[config.mk]
export PLATFORM = sky130hd
export DESIGN_NAME = velocity_smoother_flat
export DESIGN_NICKNAME = d
export VERILOG_FILES = /design/src/rtl/velocity_smoother_if.sv /design/src/rtl/velocity_smoother.sv /design/src/flat_wrapper.sv
export SDC_FILE = /design/constraint.sdc
export NUM_CORES = 1
export LEC_CHECK = 0
export ABC_AREA = 1
export BUFFER_PORTS_ARGS = -buffer_cell sky130_fd_sc_hd__buf_4
export CAP_MARGIN = 20
export CORE_UTILIZATION = 55
export DETAILED_ROUTE_END_ITERATION = 6
export MAX_ROUTING_LAYER = met4
export PLACE_DENSITY = 0.78
export SYNTH_ARGS = -nofsm -noshare
export SYNTH_HDL_FRONTEND = slang
export SYNTH_SLANG_ARGS = --single-unit
[constraint.sdc]
create_clock -name clk -period 3.2 [get_ports clk]
set_input_delay 0.64 -clock clk [delete_from_list [all_inputs] [get_ports clk]]
set_output_delay 0.64 -clock clk [all_outputs]
set_load 0.1 [all_outputs]
[src/rtl/velocity_smoother_if.sv]
// Sample stream into the smoother and result stream out of it (avg side has valid/ready).
interface velocity_smoother_if;
    logic               vel_valid;
    logic signed [15:0] velocity;
    logic               avg_valid;
    logic signed [15:0] avg_velocity;
    logic               avg_ready;

    modport master (
        output vel_valid, velocity, avg_ready,
        input  avg_valid, avg_velocity
    );

    modport slave (
        input  vel_valid, velocity, avg_ready,
        output avg_valid, avg_velocity
    );
endinterface

[src/rtl/velocity_smoother.sv]
// Moving-average smoother for signed Doppler velocity over a 2^WIN_LOG2 sample window.
// Latency 1 cycle from vel_valid to avg_valid; optional outlier rejection via VEL_OUTLIER_REJECT_EN.
// No input backpressure; unaccepted results are overwritten by newer ones and flagged in overrun.
module velocity_smoother #(
    parameter int          WIN_LOG2 = 3,
    parameter logic [15:0] MAX_STEP = 16'd2000
) (
    input  logic                clk,
    input  logic                reset,
    input  logic                flush,
    velocity_smoother_if.slave  bus,
    output logic                filled,
    output logic                overrun,
    output logic [7:0]          reject_cnt
);
    localparam int WIN = 1 << WIN_LOG2;
    localparam int SW  = 16 + WIN_LOG2;
    localparam int CW  = WIN_LOG2 + 1;
    localparam logic [CW-1:0] LAST_FILL = CW'(WIN - 1);

    typedef enum logic {FILL, RUN} state_t;

    state_t                    state;
    logic signed [15:0]        win_buf [WIN];
    logic [WIN_LOG2-1:0]       wr_ptr;
    logic [CW-1:0]             fill_cnt;
    logic signed [SW-1:0]      sum;
    logic signed [SW-1:0]      sum_next;
    logic signed [15:0]        sample_w;
    logic signed [15:0]        result;
    logic signed [15:0]        avg_q;
    logic                      avg_vld_q;
    logic                      produce;
    logic                      reject;

    assign bus.avg_valid    = avg_vld_q;
    assign bus.avg_velocity = avg_q;

`ifdef VEL_OUTLIER_REJECT_EN
    logic signed [15:0] last_acc;
    logic signed [16:0] diff;
    logic [16:0]        mag;

    always_comb begin
        sample_w = bus.velocity;
        reject   = 1'b0;
        diff     = 17'(bus.velocity) - 17'(last_acc);
        mag      = diff[16] ? -diff : diff;
        if (state == RUN && mag > {1'b0, MAX_STEP}) begin
            sample_w = last_acc;
            reject   = 1'b1;
        end
    end

    // last_acc follows the value written into the window, so a replaced sample repeats it
    always_ff @(posedge clk) begin
        if (reset) begin
            last_acc   <= '0;
            reject_cnt <= '0;
        end else if (!flush && bus.vel_valid) begin
            last_acc <= sample_w;
            if (reject && reject_cnt != 8'hFF)
                reject_cnt <= reject_cnt + 8'd1;
        end
    end
`else
    logic unused_cfg;

    assign sample_w   = bus.velocity;
    assign reject     = 1'b0;
    assign reject_cnt = 8'd0;
    assign unused_cfg = ^{MAX_STEP, reject};
`endif

    always_comb begin
        sum_next = sum + SW'(sample_w) - SW'(win_buf[wr_ptr]);
        result   = 16'(sum_next >>> WIN_LOG2);
        produce  = (state == RUN) || (fill_cnt == LAST_FILL);
    end

    always_ff @(posedge clk) begin
        if (reset) begin
            for (int i = 0; i < WIN; i++) win_buf[i] <= '0;
            state     <= FILL;
            filled    <= 1'b0;
            wr_ptr    <= '0;
            fill_cnt  <= '0;
            sum       <= '0;
            avg_q     <= '0;
            avg_vld_q <= 1'b0;
            overrun   <= 1'b0;
        end else if (flush) begin
            for (int i = 0; i < WIN; i++) win_buf[i] <= '0;
            state     <= FILL;
            filled    <= 1'b0;
            wr_ptr    <= '0;
            fill_cnt  <= '0;
            sum       <= '0;
            avg_vld_q <= 1'b0;
        end else if (bus.vel_valid) begin
            win_buf[wr_ptr] <= sample_w;
            sum             <= sum_next;
            wr_ptr          <= wr_ptr + 1'b1;
            if (state == FILL) begin
                fill_cnt <= fill_cnt + 1'b1;
                if (fill_cnt == LAST_FILL) begin
                    state  <= RUN;
                    filled <= 1'b1;
                end
            end
            if (produce) begin
                avg_q     <= result;
                avg_vld_q <= 1'b1;
                if (avg_vld_q && !bus.avg_ready)
                    overrun <= 1'b1;
            end else if (avg_vld_q && bus.avg_ready) begin
                avg_vld_q <= 1'b0;
            end
        end else if (avg_vld_q && bus.avg_ready) begin
            avg_vld_q <= 1'b0;
        end
    end
endmodule

[src/flat_wrapper.sv]
// flat-port wrapper written by rule: the top's interface ports become plain ports
module velocity_smoother_flat 
#(
    parameter int          WIN_LOG2 = 3,
    parameter logic [15:0] MAX_STEP = 16'd2000
)
  (clk, reset, flush, filled, overrun, reject_cnt, bus_vel_valid, bus_velocity, bus_avg_ready, bus_avg_valid, bus_avg_velocity);
  velocity_smoother_if bus_i ();
  input  logic clk;
  input  logic reset;
  input  logic flush;
  output logic filled;
  output logic overrun;
  output logic [7:0] reject_cnt;
  input wire logic [$bits(bus_i.vel_valid)-1:0] bus_vel_valid;
  input wire logic [$bits(bus_i.velocity)-1:0] bus_velocity;
  input wire logic [$bits(bus_i.avg_ready)-1:0] bus_avg_ready;
  output wire logic [$bits(bus_i.avg_valid)-1:0] bus_avg_valid;
  output wire logic [$bits(bus_i.avg_velocity)-1:0] bus_avg_velocity;
  assign bus_i.vel_valid = bus_vel_valid;
  assign bus_i.velocity = bus_velocity;
  assign bus_i.avg_ready = bus_avg_ready;
  assign bus_avg_valid = bus_i.avg_valid;
  assign bus_avg_velocity = bus_i.avg_velocity;
  velocity_smoother #(.WIN_LOG2(WIN_LOG2), .MAX_STEP(MAX_STEP)) u_core (.clk(clk), .reset(reset), .flush(flush), .bus(bus_i), .filled(filled), .overrun(overrun), .reject_cnt(reject_cnt));
endmodule
==> results of run 1 <==
==> metal layers <==
layer  vias to the layer above  global-route usage
met2                       448               0.444
met4                         0               0.166
met3                        71              0.0421
met1                      3622               0.351
met5                         -                   -
li1                       3589                   -
==> power breakdown <==
part,switching [mW],leakage [nW],internal (mW),total (mW)
sequential,0.0341,1.83,2.55,2.58
clock,0.969,0.284,1.11,2.08
combinational,1.01,2.82,0.598,1.61
==> tightest hold or removal path, cell delays in order, from the launching register on <==
cell,delay [ns]
dfxtp_1,0.31
inv_1,0.04
a21oi_1,0.05
==> stage by stage <==
step           cells  utilization
6_report        1372        0.667
5_1_grt         1372        0.667
4_1_cts         1364        0.637
3_5_place_dp    1332        0.602
3_3_place_gp    1332        0.602
2_1_floorplan   1081            -
==> cell usage after synthesis (4+ instances only) <==
library cell    n  share of area
edfxtp_1      128           0.41
a31oi_1        16          0.011
buf_2          14         0.0075
a21oi_1        41          0.022
nand3_1        33          0.018
o21ai_0        81          0.043
nand3_4         4         0.0075
clkbuf_1       13         0.0052
dfxtp_1        49           0.10
o22ai_1        17          0.011
nand2_1       120          0.048
inv_2           8         0.0032
buf_6          10          0.012
nand3b_1        8         0.0064
fa_1           18          0.038
clkinv_1       15         0.0060
nor3_1          5         0.0027
ha_1           22          0.029
inv_1         130          0.052
buf_4          12         0.0096
xor2_1          5         0.0047
nor2_1        295           0.12
==> path summary, 6_finish.rpt <==
| kind | startpoint | to | slack (ns) | cells past startpoint |
|---|---|---|---|---|
| setup / recovery | register | u_core.bus.avg_velocity[13] | 0.04 | 20 |
| hold reg to reg | u_core.overrun | u_core.overrun | 0.45 | 2 |
| hold / removal | u_core.overrun | u_core.overrun | 0.45 | 2 |
| setup reg to reg | register | u_core.bus.avg_velocity[13] | 0.04 | 20 |
==> cells by family (layout without fill, tap and decap cells) <==
family | after synthesis | in the layout
AO/OA/AOI/OAI | 158 | 158
XOR/XNOR | 7 | 7
adder cells (fa/ha/maj) | 40 | 40
buffers and inverters | 207 | 278
flip-flops | 177 | 177
other | 1 | 8
AND/OR/NAND/NOR | 484 | 484
==> area by class of cell <==
cell class	instances	share of cell area
Sequential cell	177	0.435
Multi-Input combinational cell	697	0.359
Timing Repair Buffer	91	0.0748
Inverter	155	0.0534
Clock buffer	17	0.0383
Tap cell	220	0.0248
Clock inverter	15	0.0143
==> sequential cells by signal, summed over array words and instances, names as in the netlist, named ones only <==
| register | flops |
|---|---|
| u_core.win_buf | 128 |
| u_core.bus.avg_valid | 1 |
| u_core.state | 1 |
| u_core.wr_ptr | 3 |
| u_core.filled | 1 |
| u_core.sum | 19 |
| u_core.fill_cnt | 4 |
| u_core.bus.avg_velocity | 16 |
| u_core.overrun | 1 |
==> timing repair <==
item,in CTS,in global routing
endpoints found under the hold margin,0,0
hold buffers,0,0
gates resized for setup,0,95
setup buffers,0,4
setup endpoints to repair,0,26
==> impl_metrics.yaml, run 1 <==
die:
  die_height_um: 133
  start_util: 0.564
  io_pins: 48
  fp-row-count: 47
  design.core.area_um2: 16600
  chipWidth_um: 133
  dieArea_um2: 17600
sta:
  hold_viol_final: 0
  rsz0062_at_grt: "yes"
  worst_slack_ns: 0.0411
  worst_pin_slew_ns: 0.711
  skew_ns: 0.0105
  period_needed_ns: 3.16
  relSlewSlack: 0.525
  fmax_mhz: 317
  timing.final.crit_share: 0.987
  setup_violations: 0
  slew_viol_final: 0
  worst_hold_slack_ns: 0.452
  fin_tns_setup_ns: 0
clock_tree:
  clock_tree.buffer_depth: 2
  insertion_delay_ns: 0.44
  cts_root_buf: "clkbuf_16"
  clock_sinks: 177
  numCtsBuffers: 17
  clkTransAtPathRegs_ns: 0.07
  htreeDepth: 4
  cts_tree: "built"
worst_setup_path:
  cp-start-kind: "register"
  cp.required_ns: 3.54
  path_class: "reg2reg"
  cp_max_fo: 8
  cp_data_arrival_time_ns: 3.50
  cp_num_buf_inv: 5
  cpMostUsedCell: "nand2_1"
  slowest_stage: "fa_1"
  cp_slowest_stage_delay_ns: 0.53
  path_delay_family: "simple AND/OR/NAND/NOR gates"
  crit_path_end_kind: "register"
  crit_path_cell_trace: "inv_6, buf_12, buf_4, o21ai_1, o22ai_1, nor2_1, a31oi_2, fa_1, inv_2, ha_4, nand2_1, nand2_1, nand2_1, nand3_1, a21oi_1, nand2_1, nand2_1, nand3_1, nand2_1, inv_1"
routing:
  wl_met2_um: 12000
  num_vias: 7730
  route.detailed.drc: 0
  routed.top_layer: "met4"
  via_per_inst: 5.63
  firstDrtPassIters: 6
  drt_iter0_drc: 904
  wl_met1_um: 9250
  finalWirelength_um: 24500
  met3_length_um: 2100
  antenna_left: 0
  avgRoutedWirePerCell_um: 17.9
synthesis:
  syn-cell-area_um2: 9380
  syn_inst: 1074
  synth_cell_types: 42
  synth_edf_count: 128
  synth_seq_cells: 177
  synthXorXnorAreaFrac: 0.00654
  muxShareOfSynthArea: 0
  synthFlopType: "edfxtp_1"
  synth-compound-area-share: 0.0890
  synth-simple-area-share: 0.223
  async_reset_ff_frac: 0
  synth_top_family_by_area: "simple AND/OR/NAND/NOR gates"
  synth-seq-area-share: 0.514
  synthAdderAreaFrac: 0.0678
  avgSynthCellArea_um2: 8.73
  yosysWarnings: 0
place:
  numPortBuffers: 39
  placed_cell_area_um2: 10000
  dp_hpwl_um: 15200
  post-place-ws_ns: 0.00797
  place_congestion: 0.954
pwr:
  design_power_total_mw: 6.27
  leakagePower_nw: 4.93
  ir_drop_uv: 443
  power.density_nw_per_um2: 564
grt:
  grt_max_degree: 33
  grt_pass1_wl_um: 36500
  grt_pass1_vias: 7189
  globalRouteOverflowTotal: 0
  grt.total_usage: 0.283
  antenna_found_initial: 0
run:
  drv_cap: 0
finish:
  regArea_um2: 4830
  nets: 1200
  synthToLayoutAreaGrowth_pct: 18.4
  drive_gt1_frac: 0.189
  finalInstanceArea_um2: 11100
  diodes: 0
  final_common_cell: "nor2_1"
  fill_cells: 1257
  final_cell_mix: "nor2_1 (288), edfxtp_1 (128), inv_1 (127)"
  multi_input_area_um2: 3990
outcome:
  status: "completed"
hold_path:
  min_path_type: "reg2reg"
Note: power is estimated with default switching activity, not from simulation.
==> run 2: changes to the inputs <==
--- a/config.mk
+++ b/config.mk
@@ -11,7 +11,7 @@
 export CORE_UTILIZATION = 55
 export DETAILED_ROUTE_END_ITERATION = 6
 export MAX_ROUTING_LAYER = met4
-export PLACE_DENSITY = 0.78
+export PLACE_DENSITY = 0.73
 export SYNTH_ARGS = -nofsm -noshare
 export SYNTH_HDL_FRONTEND = slang
 export SYNTH_SLANG_ARGS = --single-unit
==> impl_metrics.yaml, run 2 (synthesized netlist as in run 1, its figures left out) <==
outcome:
  status: "completed"
pwr:
  ir_drop_uv: 421
  power.share.clock: 0.332
  p_seq_frac: 0.412
  p_switching_mw: 1.91
  swShare: 0.305
  power.density_nw_per_um2: 565
  p_int_mw: 4.35
  leakagePower_nw: 4.93
  design_power_total_mw: 6.26
  p_comb_frac: 0.257
finish:
  synthToLayoutAreaGrowth_pct: 18.2
  post-route-util: 0.666
  fill_cells: 1332
  final_common_cell: "nor2_1"
  final_cell_mix: "nor2_1 (290), edfxtp_1 (128), inv_1 (126)"
  largest_reg_flops: 128
  nets: 1200
  fin_cells: 1372
  top_register: "u_core.win_buf"
  drive_gt1_frac: 0.177
  diodes: 0
grt:
  grt.total_usage: 0.270
  antenna_found_initial: 0
  grt_pass1_vias: 6971
  globalRouteOverflowTotal: 0
  grt_pass1_wl_um: 34900
  grt_max_degree: 45
worst_setup_path:
  cp_max_fo: 8
  crit_end: "u_core.sum[13]"
  reg2reg_depth: 22
  crit_path_end_kind: "register"
  cp_data_arrival_time_ns: 3.40
  cp-start-kind: "register"
  path_class: "reg2reg"
  cp.required_ns: 3.53
  reg2reg_slack_ns: 0.13
  r2r-end: "u_core.sum[13]"
die:
  fp-row-count: 47
  dieArea_um2: 17600
  chipWidth_um: 133
  io_pins: 48
  design.core.area_um2: 16600
  die_height_um: 133
  start_util: 0.564
clock_tree:
  htreeDepth: 4
  cts_tree: "built"
  clock_sinks: 177
  numCtsBuffers: 17
  clock_tree.buffer_depth: 2
  insertion_delay_ns: 0.44
  cts_root_buf: "clkbuf_16"
  cts_hold_buf: 0
  clkTransAtPathRegs_ns: 0.07
sta:
  worst_pin_slew_ns: 0.661
  hold_viol_final: 0
  slew_viol_final: 0
  setup_violations: 0
  worst_hold_slack_ns: 0.456
  fmax_mhz: 325
  period_needed_ns: 3.07
  worst_slack_ns: 0.125
  relSlewSlack: 0.558
  timing.final.crit_share: 0.961
  skew_ns: 0.0101
hold_path:
  min_path_type: "reg2reg"
run:
  drv_cap: 0
routing:
  firstDrtPassIters: 5
  avgRoutedWirePerCell_um: 16.6
  finalWirelength_um: 22800
  via_per_inst: 5.40
  drt_iter0_drc: 692
  route.detailed.drc: 0
  num_vias: 7415
  antenna_left: 0
place:
  dp_hpwl_um: 14700
  post-place-ws_ns: 0.0494
  numPortBuffers: 39
  placed_cells: 1335
  place_congestion: 0.906
-- run 2: cell count changes in the layout (fill, tap and decap cells not counted), moves of 3 or more --
cell	before	now
buf_12	5	10
o21ai_1	17	7
ha_1	5	9
inv_8	5	0
clkbuf_1	0	4
ha_2	6	1
clkinv_4	2	5
a31oi_1	3	7
a31oi_2	13	9
o21ai_0	64	76
-- run 2: layout make-up --
class                      count  area [um2]  share of cell area
sequential                   177        4830               0.436
multi-input combinational    697        3950               0.357
timing repair buffer          91         851              0.0768
inverter                     155         593              0.0535
clock buffer                  22         454              0.0410
tap                          220         275              0.0248
clock inverter                10         129              0.0116
-- run 2: metrics by stage --
| stage | cell area [um2] | setup TNS (ns) |
|---|---|---|
| floorplan | 9410 | 0 |
| global route | 11100 | -0.204 |
| finish | 11100 | 0 |
| detailed placement | 10100 | 0 |
| CTS | 10700 | 0 |
| global placement | 10100 | 0 |
-- run 2: how the worst min path moves through the flow --
stage,start,to,cells after the start
floorplan,u_core.sum[0],u_core.sum[0],2
global placement,u_core.overrun,u_core.overrun,2
detailed placement,u_core.overrun,u_core.overrun,2
CTS,u_core.overrun,u_core.overrun,2
global route,u_core.bus.avg_velocity[1],u_core.bus.avg_velocity[1],2
finish,u_core.overrun,u_core.overrun,2
-- run 2: worst max-delay path, stage by stage, from the launching register on --
cell     delay (ns)
dfxtp_2        0.33
buf_12         0.14
inv_6          0.08
buf_6          0.14
o21ai_0        0.09
o22ai_1        0.20
nor2_1         0.08
a31oi_2        0.23
fa_1           0.47
inv_2          0.09
ha_4           0.22
nand2_1        0.09
inv_2          0.05
nand2_1        0.06
nand2_1        0.05
nand2_1        0.07
nand3_2        0.12
nand2_2        0.11
nand2_1        0.06
nand2_1        0.07
nand3_1        0.10
nand2_1        0.08
inv_1          0.03
-- run 2: timing repair --
action,4_1_cts,5_1_grt
endpoints found under the setup margin,3,29
pin swaps,0,25
gates resized for setup,1,75
setup buffers,0,2
gates cloned,0,3
-- run 2: power groups by stage --
| stage | registers [mW] | logic, mW | clock network, mW |
|---|---|---|---|
| floorplan | 2.62 | 0.989 | 0 |
| global placement | 2.62 | 1.34 | 0 |
| detailed placement | 2.63 | 1.35 | 0 |
| CTS | 2.58 | 1.37 | 2.09 |
| global route | 2.59 | 1.79 | 2.18 |
| finish | 2.58 | 1.61 | 2.08 |
-- run 2: routing by layer --
layer,vias to the layer above,share of wire,global-route usage
li1,3589,-,-
met1,3525,0.41,0.335
met2,251,0.50,0.433
met3,50,0.054,0.0383
met4,0,0.037,0.135
met5,-,0,-
